File: config.mk
export PLATFORM = sky130hd
export DESIGN_NAME = pipe_hazard_ctrl
export DESIGN_NICKNAME = d
export VERILOG_FILES = /design/src/rtl/pipe_ctrl_pkg.sv /design/src/rtl/fwd_unit.sv /design/src/rtl/pipe_hazard_ctrl.sv
export SDC_FILE = /design/constraint.sdc
export NUM_CORES = 1
export LEC_CHECK = 0
export ABC_AREA = 1
export CAP_MARGIN = 40
export CORE_ASPECT_RATIO = 2
export CORE_UTILIZATION = 48
export CTS_BUF_LIST = sky130_fd_sc_hd__clkbuf_8
export DETAILED_ROUTE_END_ITERATION = 8
export PLACE_DENSITY = 0.82
export SLEW_MARGIN = 5
export SYNTH_ARGS = -nofsm -noshare
export SYNTH_HDL_FRONTEND = slang
export SYNTH_SLANG_ARGS = --single-unit
File: constraint.sdc
create_clock -name clk -period 2.29 [get_ports clk]
set_clock_uncertainty 0.05 [all_clocks]
set_input_delay 0.3435 -clock clk [delete_from_list [all_inputs] [get_ports clk]]
set_output_delay 0.3435 -clock clk [all_outputs]
set_load 0.01 [all_outputs]
File: src/rtl/pipe_ctrl_pkg.sv
// Shared types and constants for the pipeline hazard controller.
// Forwarding select codes match the ALU operand mux encoding.
package pipe_ctrl_pkg;

  typedef enum logic {
    RUN      = 1'b0,
    MEM_WAIT = 1'b1
  } state_e;

  localparam logic [1:0] FWD_RF    = 2'b00;
  localparam logic [1:0] FWD_EXMEM = 2'b10;
  localparam logic [1:0] FWD_MEMWB = 2'b01;

endpackage

File: src/rtl/fwd_unit.sv
// Combinational forwarding compare for one ALU operand.
// The EX/MEM result is newer than MEM/WB, so it wins; register 0 never forwards.
module fwd_unit
  import pipe_ctrl_pkg::*;
#(
  parameter int REG_AW = 5
) (
  input  logic [REG_AW-1:0] src_i,
  input  logic              mem_reg_write_i,
  input  logic [REG_AW-1:0] mem_rd_i,
  input  logic              wb_reg_write_i,
  input  logic [REG_AW-1:0] wb_rd_i,
  output logic [1:0]        sel_o
);

  logic memHit;
  logic wbHit;

  assign memHit = mem_reg_write_i && (mem_rd_i != '0) && (mem_rd_i == src_i);
  assign wbHit  = wb_reg_write_i && (wb_rd_i != '0) && (wb_rd_i == src_i);

  always_comb begin
    sel_o = FWD_RF;
    if (memHit) begin
      sel_o = FWD_EXMEM;
    end else if (wbHit) begin
      sel_o = FWD_MEMWB;
    end
  end

endmodule

File: src/rtl/pipe_hazard_ctrl.sv
// Pipeline register control: load-use stalls, branch flushes, memory-wait freeze,
// EX forwarding selects and saturating stall/flush event counters.
module pipe_hazard_ctrl
  import pipe_ctrl_pkg::*;
#(
  parameter int REG_AW = 5,
  parameter int CNT_W  = 16
) (
  input  logic              clk,
  input  logic              rst,
  input  logic [REG_AW-1:0] id_rs,
  input  logic [REG_AW-1:0] id_rt,
  input  logic              ex_mem_read,
  input  logic [REG_AW-1:0] ex_rs,
  input  logic [REG_AW-1:0] ex_rt,
  input  logic              mem_reg_write,
  input  logic [REG_AW-1:0] mem_rd,
  input  logic              wb_reg_write,
  input  logic [REG_AW-1:0] wb_rd,
  input  logic              br_taken,
  input  logic              dmem_busy,
  input  logic              cnt_clr,
  output logic              pc_write,
  output logic              ifid_write,
  output logic              ifid_flush,
  output logic              idex_flush,
  output logic              pipe_hold,
  output logic [1:0]        fwd_a,
  output logic [1:0]        fwd_b,
  output logic [CNT_W-1:0]  stall_cnt,
  output logic [CNT_W-1:0]  flush_cnt
);

  state_e            state_q, state_d;
  logic [CNT_W-1:0]  stall_q, stall_d;
  logic [CNT_W-1:0]  flush_q, flush_d;
  logic              stallInc;
  logic              flushInc;
  logic              runMode;
  logic              loadUse;
  logic [1:0]        fwdARaw;
  logic [1:0]        fwdBRaw;

  fwd_unit #(.REG_AW(REG_AW)) u_fwd_a (
    .src_i           (ex_rs),
    .mem_reg_write_i (mem_reg_write),
    .mem_rd_i        (mem_rd),
    .wb_reg_write_i  (wb_reg_write),
    .wb_rd_i         (wb_rd),
    .sel_o           (fwdARaw)
  );

  fwd_unit #(.REG_AW(REG_AW)) u_fwd_b (
    .src_i           (ex_rt),
    .mem_reg_write_i (mem_reg_write),
    .mem_rd_i        (mem_rd),
    .wb_reg_write_i  (wb_reg_write),
    .wb_rd_i         (wb_rd),
    .sel_o           (fwdBRaw)
  );

  assign loadUse = ex_mem_read && (ex_rt != '0) && ((ex_rt == id_rs) || (ex_rt == id_rt));

  assign fwd_a = rst ? fwdARaw : FWD_RF;
  assign fwd_b = rst ? fwdBRaw : FWD_RF;

  // A MEM_WAIT cycle whose memory has just become ready behaves exactly like RUN,
  // so a branch held in the frozen EX stage is acted on without losing a cycle.
  always_comb begin
    state_d    = state_q;
    runMode    = 1'b0;
    pc_write   = 1'b1;
    ifid_write = 1'b1;
    ifid_flush = 1'b0;
    idex_flush = 1'b0;
    pipe_hold  = 1'b0;
    stallInc   = 1'b0;
    flushInc   = 1'b0;

    unique case (state_q)
      RUN: begin
        if (dmem_busy) begin
          state_d = MEM_WAIT;
        end else begin
          runMode = 1'b1;
        end
      end
      MEM_WAIT: begin
        if (!dmem_busy) begin
          state_d = RUN;
          runMode = 1'b1;
        end
      end
      default: state_d = RUN;
    endcase

    if (!runMode) begin
      pc_write   = 1'b0;
      ifid_write = 1'b0;
      pipe_hold  = 1'b1;
      stallInc   = 1'b1;
    end else if (br_taken) begin
      ifid_flush = 1'b1;
      idex_flush = 1'b1;
      flushInc   = 1'b1;
    end else if (loadUse) begin
      pc_write   = 1'b0;
      ifid_write = 1'b0;
      idex_flush = 1'b1;
      stallInc   = 1'b1;
    end

    if (!rst) begin
      pc_write   = 1'b0;
      ifid_write = 1'b0;
      ifid_flush = 1'b1;
      idex_flush = 1'b1;
      pipe_hold  = 1'b0;
      stallInc   = 1'b0;
      flushInc   = 1'b0;
      state_d    = RUN;
    end
  end

  // Counters stick at all-ones; a clear in the same cycle as an event wins.
  always_comb begin
    stall_d = stall_q;
    flush_d = flush_q;
    if (cnt_clr) begin
      stall_d = '0;
      flush_d = '0;
    end else begin
      if (stallInc && (stall_q != '1)) stall_d = stall_q + CNT_W'(1);
      if (flushInc && (flush_q != '1)) flush_d = flush_q + CNT_W'(1);
    end
  end

  always_ff @(posedge clk or negedge rst) begin
    if (!rst) begin
      state_q <= RUN;
      stall_q <= '0;
      flush_q <= '0;
    end else begin
      state_q <= state_d;
      stall_q <= stall_d;
      flush_q <= flush_d;
    end
  end

  assign stall_cnt = stall_q;
  assign flush_cnt = flush_q;

endmodule
### Word-level counts from Yosys, hierarchy flattened

Index checks and enable logic that the tools add are counted.

| operators by class | value |
|---|---|
| add/subtract/negate cells | 2 |
| equal/unequal tests | 8 |
| mux-type cells | 27 |
| reduce and logical (&&, ||, !) cells | 16 |

Operators with widths:

| cell | number |
|---|---|
| $mux 16 | 4 |
| $add 16x1->16 const B | 2 |
| $ne 16x16->1 const B | 2 |
| $eq 5x5->1 | 6 |
| $mux 1 | 19 |
| $reduce_bool 5->1 | 3 |
| $logic_and 1x1->1 | 10 |
| $mux 2 | 4 |
| $reduce_bool 2->1 | 2 |
| $logic_or 1x1->1 | 1 |

| word-level totals | value |
|---|---|
| register bits after elaboration | 32 |
| input port bits | 38 |
| output and inout port bits | 41 |
| logic and storage cells | 55 |

### Logic depth before layout (Yosys ltp)

Gate-level depths: netlist of run 1.

| logic depth | value |
|---|---|
| word-level depth | 10 |
| mapped depth | 13 |
| gate-level depth less buffers | 12 |

### Cells and area by module

From an unflattened synthesis of run 1, not the netlist that was laid out.

| second synthesis, totals | value |
|---|---|
| cells, all modules | 445 |
| area total of the unflattened synthesis | 2703.8 µm² |

By module, submodules not included:

| module | instances | cells an instance | area an instance (µm²) | sequential area each (µm²) |
|---|---|---|---|---|
| pipe_hazard_ctrl | 1 | 343 | 2260.9 | 800.8 |
| fwd_unit | 2 | 51 | 221.5 | 0.0 |

### Worst setup path after synthesis of run 1

No wires, ideal clock.

| timing path | value |
|---|---|
| path kind | reg-to-reg |
| start | register stall_q[0], in the netlist stall_cnt[0] |
| end | register stall_q[14], in the netlist stall_cnt[14] |
| library setup time | 0.117 ns |
| arrival | 1.601 ns |
| data required time | 2.123 ns |
| path slack | 0.522 ns |
| stages on the path, launching flop included | 12 |
| path buffers | 1 |
| clock period less this slack | 1.768 ns |
| path through | dfrtp_1 ha_1 nand2_1 nor2_4 nand4_4 nor2_4 nand4_2 nand3_4 nand2_4 buf_6 nand2_1 nand2_1 |

| on the way | value |
|---|---|
| longest elaborated chain between the ends | 3 |
| elaborated cells on any way between the ends | 6 |
| those cells by class | add/sub (1); eq/ne (1); mux (2); reduce/logical (2) |

Ends and longest elaborated chain:

| item | RTL line | RTL |
|---|---|---|
| start: declaration | pipe_hazard_ctrl.sv:35 | `logic [CNT_W-1:0] stall_q, stall_d;` |
| start signal: assignment | pipe_hazard_ctrl.sv:145 | `stall_q <= stall_d;` |
| $add 16x1->16 / $ne 16x16->1 (equally long branches) | pipe_hazard_ctrl.sv:133 | `if (stallInc && (stall_q != '1)) stall_d = stall_q + CNT_W'(1);` |
| $mux 16 / $logic_and 1x1->1 (equally long branches) | pipe_hazard_ctrl.sv:133 |  |
| $mux 16 / $reduce_bool 2->1 (equally long branches) | n/a |  |

Several ways; a longest one is shown, not always the timed one. The select of a mux whose other input is x is not followed.
A chain may end at the register's enable or synchronous reset.

### Worst setup path after layout of run 1

| timing path | value |
|---|---|
| start | input port ex_rt[3] |
| end | output port fwd_b[0] |

| on the way | value |
|---|---|
| longest elaborated chain between the ends | 5 |
| elaborated cells on any way between the ends | 7 |
| those cells by class | eq/ne (2); mux (3); reduce/logical (2) |

Ends and longest elaborated chain:

| item | RTL line | RTL |
|---|---|---|
| start: declaration | pipe_hazard_ctrl.sv:15 | `input logic [REG_AW-1:0] ex_rt,` |
| $eq 5x5->1 | fwd_unit.sv:20 | `assign wbHit = wb_reg_write_i && (wb_rd_i != '0) && (wb_rd_i == src_i);` |
| $logic_and 1x1->1 | fwd_unit.sv:20 |  |
| $mux 1 | fwd_unit.sv:26 | `end else if (wbHit) begin` |
| $mux 2 * | fwd_unit.sv:24 | `if (memHit) begin` |
| $mux 2 * | pipe_hazard_ctrl.sv:65 | `assign fwd_b = rst ? fwdBRaw : FWD_RF;` |
| end: declaration | pipe_hazard_ctrl.sv:29 | `output logic [1:0] fwd_b,` |

Mark *: on every way between the ends. The rest lies on a longest branch, timed or not.

==> results of run 1 <==
[metrics by stage]
| step | util [%] | area [sq um] | setup WS (ps) |
|---|---|---|---|
| floorplan | - | 2480 | 522 |
| global placement | 70.2 | 3450 | -396 |
| detailed placement | 70.2 | 3450 | -384 |
| CTS | 72.9 | 3580 | -209 |
| global route | 72.8 | 3570 | 18.5 |
| finish | 72.8 | 3570 | 71.6 |
[kinds of logic after synthesis]
group,Yosys count,synth area share (%)
adders and majority gates,2,1.01
xor gates and xnor gates,27,9.52
buffers and inverters,56,9.22
DFF,32,32.2
and+or+nand+nor,215,39.2
AOI/OAI and AO/OA,39,8.77
[area by class of cell]
| type | count | area share (%) |
|---|---|---|
| Multi-Input combinational cell | 283 | 41.2 |
| Timing Repair Buffer | 99 | 26.1 |
| Sequential cell | 32 | 22.4 |
| Inverter | 45 | 4.73 |
| Clock buffer | 7 | 2.70 |
| Tap cell | 57 | 2.00 |
| Clock inverter | 1 | 0.840 |
[flip-flops by register name, indices dropped and copies added (netlist names)]
name	flops
stall_cnt	16
flush_cnt	16
[power groups by stage]
stage	clock network, mW	registers, mW	logic, mW
after floorplan	0	0.598	0.127
after global placement	0	0.596	0.302
after detailed placement	0	0.596	0.308
after CTS	0.617	0.585	0.307
after global routing	0.631	0.586	0.333
final	0.605	0.586	0.306
[path summary, 6_finish.rpt]
kind | start | depth (start not counted) | to
min in group clk | stall_cnt[9] | 2 | stall_cnt[9]
worst max register to register | flush_cnt[0] | 9 | flush_cnt[12]
worst min-delay path | rst | 2 | flush_cnt[14]
worst max-delay path | ex_rt[3] | 8 | fwd_b[0]
max in group asynchronous | rst | 2 | stall_cnt[0]
worst min register to register | stall_cnt[9] | 2 | stall_cnt[9]
[critical path: cells and delay by family]
kind	cells	cell delay, ps
AND/OR/NAND/NOR	3	430
AO/OA/AOI/OAI	1	70
buffers and inverters	4	990
[routing by layer]
metal	GRT usage, %	wire [um]	up-vias
li1	-	-	1375
met1	26.9	2750	1270
met2	52.7	4060	87
met3	6.46	441	8
met4	9.96	121	0
met5	0	0	-
[repair_timing]
action                                 CTS  global route
gates cloned                             0             0
pin swaps                                1             1
gates resized for setup                 17            16
setup endpoints to repair                7             7
hold buffers                             1             0
setup buffers                            0             0
endpoints found under the hold margin    1             0
[placed cells by master (no fill, tap or decap), drive strengths merged]
master / Yosys / final
nand2: 104 / 104
clkdlybuf4s50: 0 / 61
nor2: 50 / 50
inv: 45 / 45
nand3: 33 / 33
dfrtp: 32 / 32
buf: 6 / 21
o21ai: 16 / 16
xor2: 15 / 15
nor3: 15 / 15
a21oi: 13 / 13
xnor2: 12 / 12
clkbuf: 5 / 12
dlygate4sd2: 0 / 8
nand4: 7 / 7
o22ai: 3 / 3
dlymetal6s2s: 0 / 3
nor4: 3 / 3
o31ai: 2 / 2
ha: 2 / 2
or2: 1 / 1
o41ai: 1 / 1
a211oi: 1 / 1
and3: 1 / 1
o21bai: 1 / 1
a31o: 1 / 1
nor3b: 1 / 1
a31oi: 1 / 1
bufinv: 0 / 1
dlygate4sd3: 0 / 1
==> impl_metrics.py, run 1 <==
metrics = {
    "floorplanning": {
        "die_area_sq_um": 5480,
        "ios": 79,
        "row_count": 36,
        "die_w_um": 52.9,
        "fp.coreArea_sq_um": 4910,
        "die_h_um": 104,
        "start_util_pct": 50.6,
    },
    "timing": {
        "max_freq_mhz": 451,
        "worst_slew_pin_slew_ps": 443,
        "finalSetupViolations": 0,
        "min_period_over_period_pct": 96.9,
        "whs_ps": 43.4,
        "maxSlewViolCount": 0,
        "period_minus_slack_ps": 2220,
        "rsz0062_at_grt": "no",
        "hold_violations": 0,
        "tns_ps": 0,
        "relSlewSlack_pct": 70.4,
    },
    "routing": {
        "drc": 0,
        "wl_um": 7380,
        "drt-vias-per-instance": 5.23,
        "num_vias": 2740,
        "drt_iter0_drc": 62,
        "firstDrtPassIters": 5,
        "ant_nets": 0,
        "routedWlPerCell_um": 14.1,
    },
    "cells_and_area": {
        "layout.cells.non_filler": 524,
        "fill_cells": 402,
        "antenna_cells": 0,
        "syn2layout_area_growth_pct": 43.9,
        "layout-drive-gt1-share_pct": 11.8,
        "fin_nets": 506,
        "multi_input_area_sq_um": 1470,
        "seq_area_sq_um": 801,
    },
    "setup_path": {
        "critPathLaunchType": "input pin",
        "crit_chain": "clkdlybuf4s50_1, inv_2, buf_4, o22ai_1, nor3_1, nand4_1, nor2_1, dlygate4sd2_1",
        "path_max_fanout": 6,
        "worst_ep_arrival_time_ps": 1820,
        "r2r_slack_ps": 340,
        "crit_path_end_kind": "primary output",
        "cpPeakStageDelay_ps": 440,
        "path_class": "in -> out",
        "critPathSlowestCell": "clkdlybuf4s50_1",
        "required_ps": 1900,
    },
    "pwr": {
        "vdd_drop_max_mv": 0.793,
        "pwr-share-clk_pct": 40.4,
        "p_sw_share_pct": 25.9,
        "seq_power_share_pct": 39.1,
        "p_per_area_nw_per_um2": 419,
        "combinationalPowerShare_pct": 20.4,
        "power.switching_uw": 388,
        "total_power_mw": 1.50,
        "p_leak_nw": 1.66,
        "intPower_mw": 1.11,
    },
    "logic_synthesis": {
        "async_reset_ff_share_pct": 100,
        "synth-seq-area-share_pct": 32.2,
        "synth_cell_types": 36,
        "synthesis.nets": 411,
        "synth_edf_count": 0,
        "syn-instance-count": 371,
        "syn_area_sq_um": 2480,
        "synth_ff_type": "dfrtp_1",
        "ys_ff_latch": 32,
        "yosysMostFrequentCell": "nand2_1",
        "synthTopCellsByArea": "dfrtp_1 (32%), nand2_1 (15%), nor2_1 (7.1%)",
        "synth_common_cells": "nand2_1 (101), nor2_1 (47), inv_1 (41)",
        "yosysTopAreaCell": "dfrtp_1",
        "synth.avg_cell_area_sq_um": 6.69,
        "ys_warn_count": 0,
        "synth_top_cell_area_share_pct": 32.2,
    },
    "global_routing": {
        "grt_max_degree": 23,
        "grtUsageTotal_pct": 27.8,
        "grt_antenna_before_repair": 0,
        "grt_pass1_vias": 2660,
        "grt_first_pass_wirelength_um": 11500,
        "overflow": 0,
    },
    "clocking": {
        "cts_buffer_depth": 2,
        "clock_sinks": 32,
        "cts_root_buf": "clkbuf_8",
        "tritoncts": "yes",
        "cts_buffers": 5,
        "ctsHtreeMaxLevel": 2,
        "clk_latency_ps": 300,
        "clkSlewWorstSetupHoldPaths_ps": 70,
    },
    "outcome": {
        "status": "finished clean",
    },
    "place": {
        "routabilityCongestion": 0.846,
        "portBuffers": 78,
        "dp_hpwl_um": 5620,
        "dp_cells": 515,
    },
    "job": {
        "max_cap_violations": 0,
    },
    "hold_path": {
        "hp-class": "in -> async",
    },
}
Note: power is estimated with default switching activity, not from simulation.
==> run 2: changes to the inputs <==
--- a/config.mk
+++ b/config.mk
@@ -12,6 +12,7 @@
 export CTS_BUF_LIST = sky130_fd_sc_hd__clkbuf_8
 export DETAILED_ROUTE_END_ITERATION = 8
 export PLACE_DENSITY = 0.82
+export SKIP_LAST_GASP = 1
 export SLEW_MARGIN = 5
 export SYNTH_ARGS = -nofsm -noshare
 export SYNTH_HDL_FRONTEND = slang
==> results of run 2 <==
Same layout as run 1: the final DEF is identical, and so are final timing and power.
==> run 3: changes to the inputs <==
--- a/config.mk
+++ b/config.mk
@@ -6,8 +6,8 @@
 export NUM_CORES = 1
 export LEC_CHECK = 0
 export ABC_AREA = 1
-export CAP_MARGIN = 40
 export CORE_ASPECT_RATIO = 2
+export CORE_MARGIN = 10
 export CORE_UTILIZATION = 48
 export CTS_BUF_LIST = sky130_fd_sc_hd__clkbuf_8
 export DETAILED_ROUTE_END_ITERATION = 8
==> run 3 against run 2 <==
  * Critical path depth is 1 lower
  * Sequential share of layout area down 0.61 points
  * Sequential cell count unchanged
  * Sequential power barely moved
  * Via count rose by 1.1%
  * Critical endpoint is now fwd_a[0]
  * Highest routed layer unchanged
==> impl_metrics.py, run 3 (synthesis results as in run 1) <==
metrics = {
    "setup_path": {
        "critPathLaunchType": "input pin",
        "crit_chain": "clkdlybuf4s50_1, inv_1, nor2_1, a211oi_1, nand2_1, nor4_1, clkbuf_2",
        "r2r_end": "stall_cnt[8]",
        "crit_family": "buffers and inverters",
        "critPathBufInv": 3,
        "crit_path_end_kind": "primary output",
        "cpPeakStageDelay_ps": 500,
        "reg2reg_depth": 10,
        "worst_ep_arrival_time_ps": 1790,
        "regToRegStartpoint": "stall_cnt[0]",
        "path_class": "in -> out",
        "path_max_fanout": 3,
        "r2r_slack_ps": 450,
        "required_ps": 1900,
        "critPathSlowestCell": "clkdlybuf4s50_1",
    },
    "clocking": {
        "cts_setup_buffers": 0,
        "clk_latency_ps": 290,
        "tritoncts": "yes",
        "clkSlewWorstSetupHoldPaths_ps": 70,
        "clock_sinks": 32,
        "cts_root_buf": "clkbuf_8",
        "cts_buffer_depth": 2,
        "ctsHtreeMaxLevel": 2,
        "cts_buffers": 5,
    },
    "cells_and_area": {
        "fin_nets": 517,
        "final_area_sq_um": 3670,
        "fill_cells": 423,
        "layout-drive-gt1-share_pct": 14.9,
        "final_cell_mix": "nand2_1 (101), clkdlybuf4s50_1 (63), nor2_1 (45)",
        "antenna_cells": 0,
        "syn2layout_area_growth_pct": 48.0,
        "layout_commonest_cell": "nand2_1",
    },
    "timing": {
        "tns_ps": 0,
        "period_minus_slack_ps": 2180,
        "relSlewSlack_pct": 79.2,
        "worst_slew_pin_slew_ps": 311,
        "max_freq_mhz": 459,
        "maxSlewViolCount": 0,
        "hold_violations": 0,
        "finalSetupViolations": 0,
        "rsz0062_at_grt": "yes",
        "min_period_over_period_pct": 95.2,
    },
    "floorplanning": {
        "start_util_pct": 48.8,
        "die_h_um": 122,
        "die_area_sq_um": 8630,
        "row_count": 37,
        "fp.coreArea_sq_um": 5090,
        "ios": 79,
        "die_w_um": 70.9,
    },
    "pwr": {
        "vdd_drop_max_mv": 0.398,
        "pwr-share-clk_pct": 32.9,
        "combinationalPowerShare_pct": 24.8,
        "p_sw_share_pct": 29.1,
        "intPower_uw": 979,
        "p_leak_nw": 1.72,
        "seq_power_share_pct": 42.3,
        "p_per_area_nw_per_um2": 376,
        "power.switching_uw": 401,
    },
    "global_routing": {
        "grt_pass1_vias": 2946,
        "grt_util_met1_pct": 19.5,
        "top_usage_layer": "met2",
        "grt_first_pass_wirelength_um": 13800,
        "grt_use_met3_pct": 3.74,
        "grt_antenna_before_repair": 0,
        "grt_use_met2_pct": 36.4,
        "grtUsageTotal_pct": 19.4,
        "grt_max_degree": 20,
        "overflow": 0,
    },
    "outcome": {
        "status": "finished clean",
    },
    "job": {
        "max_cap_violations": 0,
    },
    "routing": {
        "drt_iter0_drc": 152,
        "drc": 0,
        "routedWlPerCell_um": 15.9,
        "ant_nets": 0,
        "drt-vias-per-instance": 5.17,
        "wl_um": 8510,
        "num_vias": 2771,
        "firstDrtPassIters": 4,
    },
    "place": {
        "placedInstanceArea_sq_um": 3540,
        "routabilityCongestion": 0.968,
        "dp_hpwl_um": 6770,
        "portBuffers": 78,
    },
    "hold_path": {
        "hp-class": "in -> async",
    },
}
==> run 3: changes by cell type in the layout (fill, tap and decap cells not counted), sizes merged <==
cell	change
buf	+13
dlygate4sd2	-4
clkdlybuf4s50	+2
inv	+2
bufinv	-1
clkbuf	-1
dlygate4sd3	-1
dlymetal6s2s	+1
==> run 3: repair_timing <==
item                                   4_1_cts  5_1_grt
endpoints found under the hold margin        0        0
setup endpoints to repair                    8        7
hold buffers                                 0        0
pin swaps                                    1        1
cloned                                       0        0
resized for setup                           28       19
==> run 3: worst max-delay path by stage <==
stage / slack, ps / cells after the start / endpoint / start
final: 110 / 7 / fwd_a[0] / wb_rd[3]
after CTS: 2 / 7 / fwd_a[1] / mem_rd[1]
after floorplan: 520 / 11 / stall_cnt[14] / stall_cnt[0]
after global routing: -10 / 10 / idex_flush / ex_rt[3]
after global placement: -460 / 8 / fwd_b[1] / ex_rt[0]
after detailed placement: -470 / 8 / fwd_b[1] / ex_rt[0]
==> run 3: through the flow <==
stage                     std cells  utilization [%]  worst slack (ps)  hold WS, ps  power [mW]
after floorplan                 371                -               522        -2.09       0.725
final                           536             72.2               110          206        1.38
after global placement          528             69.6              -463          471       0.925
after global routing            536             72.2             -14.2          234        1.44
after detailed placement        528             69.6              -465          483       0.927
after CTS                       536             72.4              1.71          218        1.39
==> run 3: layout make-up <==
type / count / area [sq um] / area share, %
inverter: 45 / 169 / 4.60
clock inverter: 2 / 7.51 / 0.204
multi-input combinational: 283 / 1520 / 41.4
timing repair buffer: 110 / 1020 / 27.7
sequential: 32 / 801 / 21.8
clock buffer: 6 / 82.6 / 2.25
tap: 58 / 72.6 / 1.97
==> run 3: worst register-to-register path: cells and delay by family (launching register included) <==
family	cells	cell delay [ps]
simple gates	9	1070
flops	1	410
fa+ha+maj	1	200
==> run 3: power groups by stage <==
stage	combinational, mW	clock, mW	sequential [mW]
2_1_floorplan	0.127	0	0.598
3_3_place_gp	0.330	0	0.595
3_5_place_dp	0.332	0	0.595
4_1_cts	0.344	0.457	0.584
5_1_grt	0.371	0.482	0.585
6_report	0.342	0.454	0.584
==> run 3: routing by layer <==
metal | part of all wire (%) | wire length [um] | up-vias
li1 | - | - | 1402
met1 | 38 | 3250 | 1239
met2 | 53 | 4530 | 108
met3 | 5.2 | 440 | 22
met4 | 3.4 | 289 | 0
met5 | 0 | 0 | -
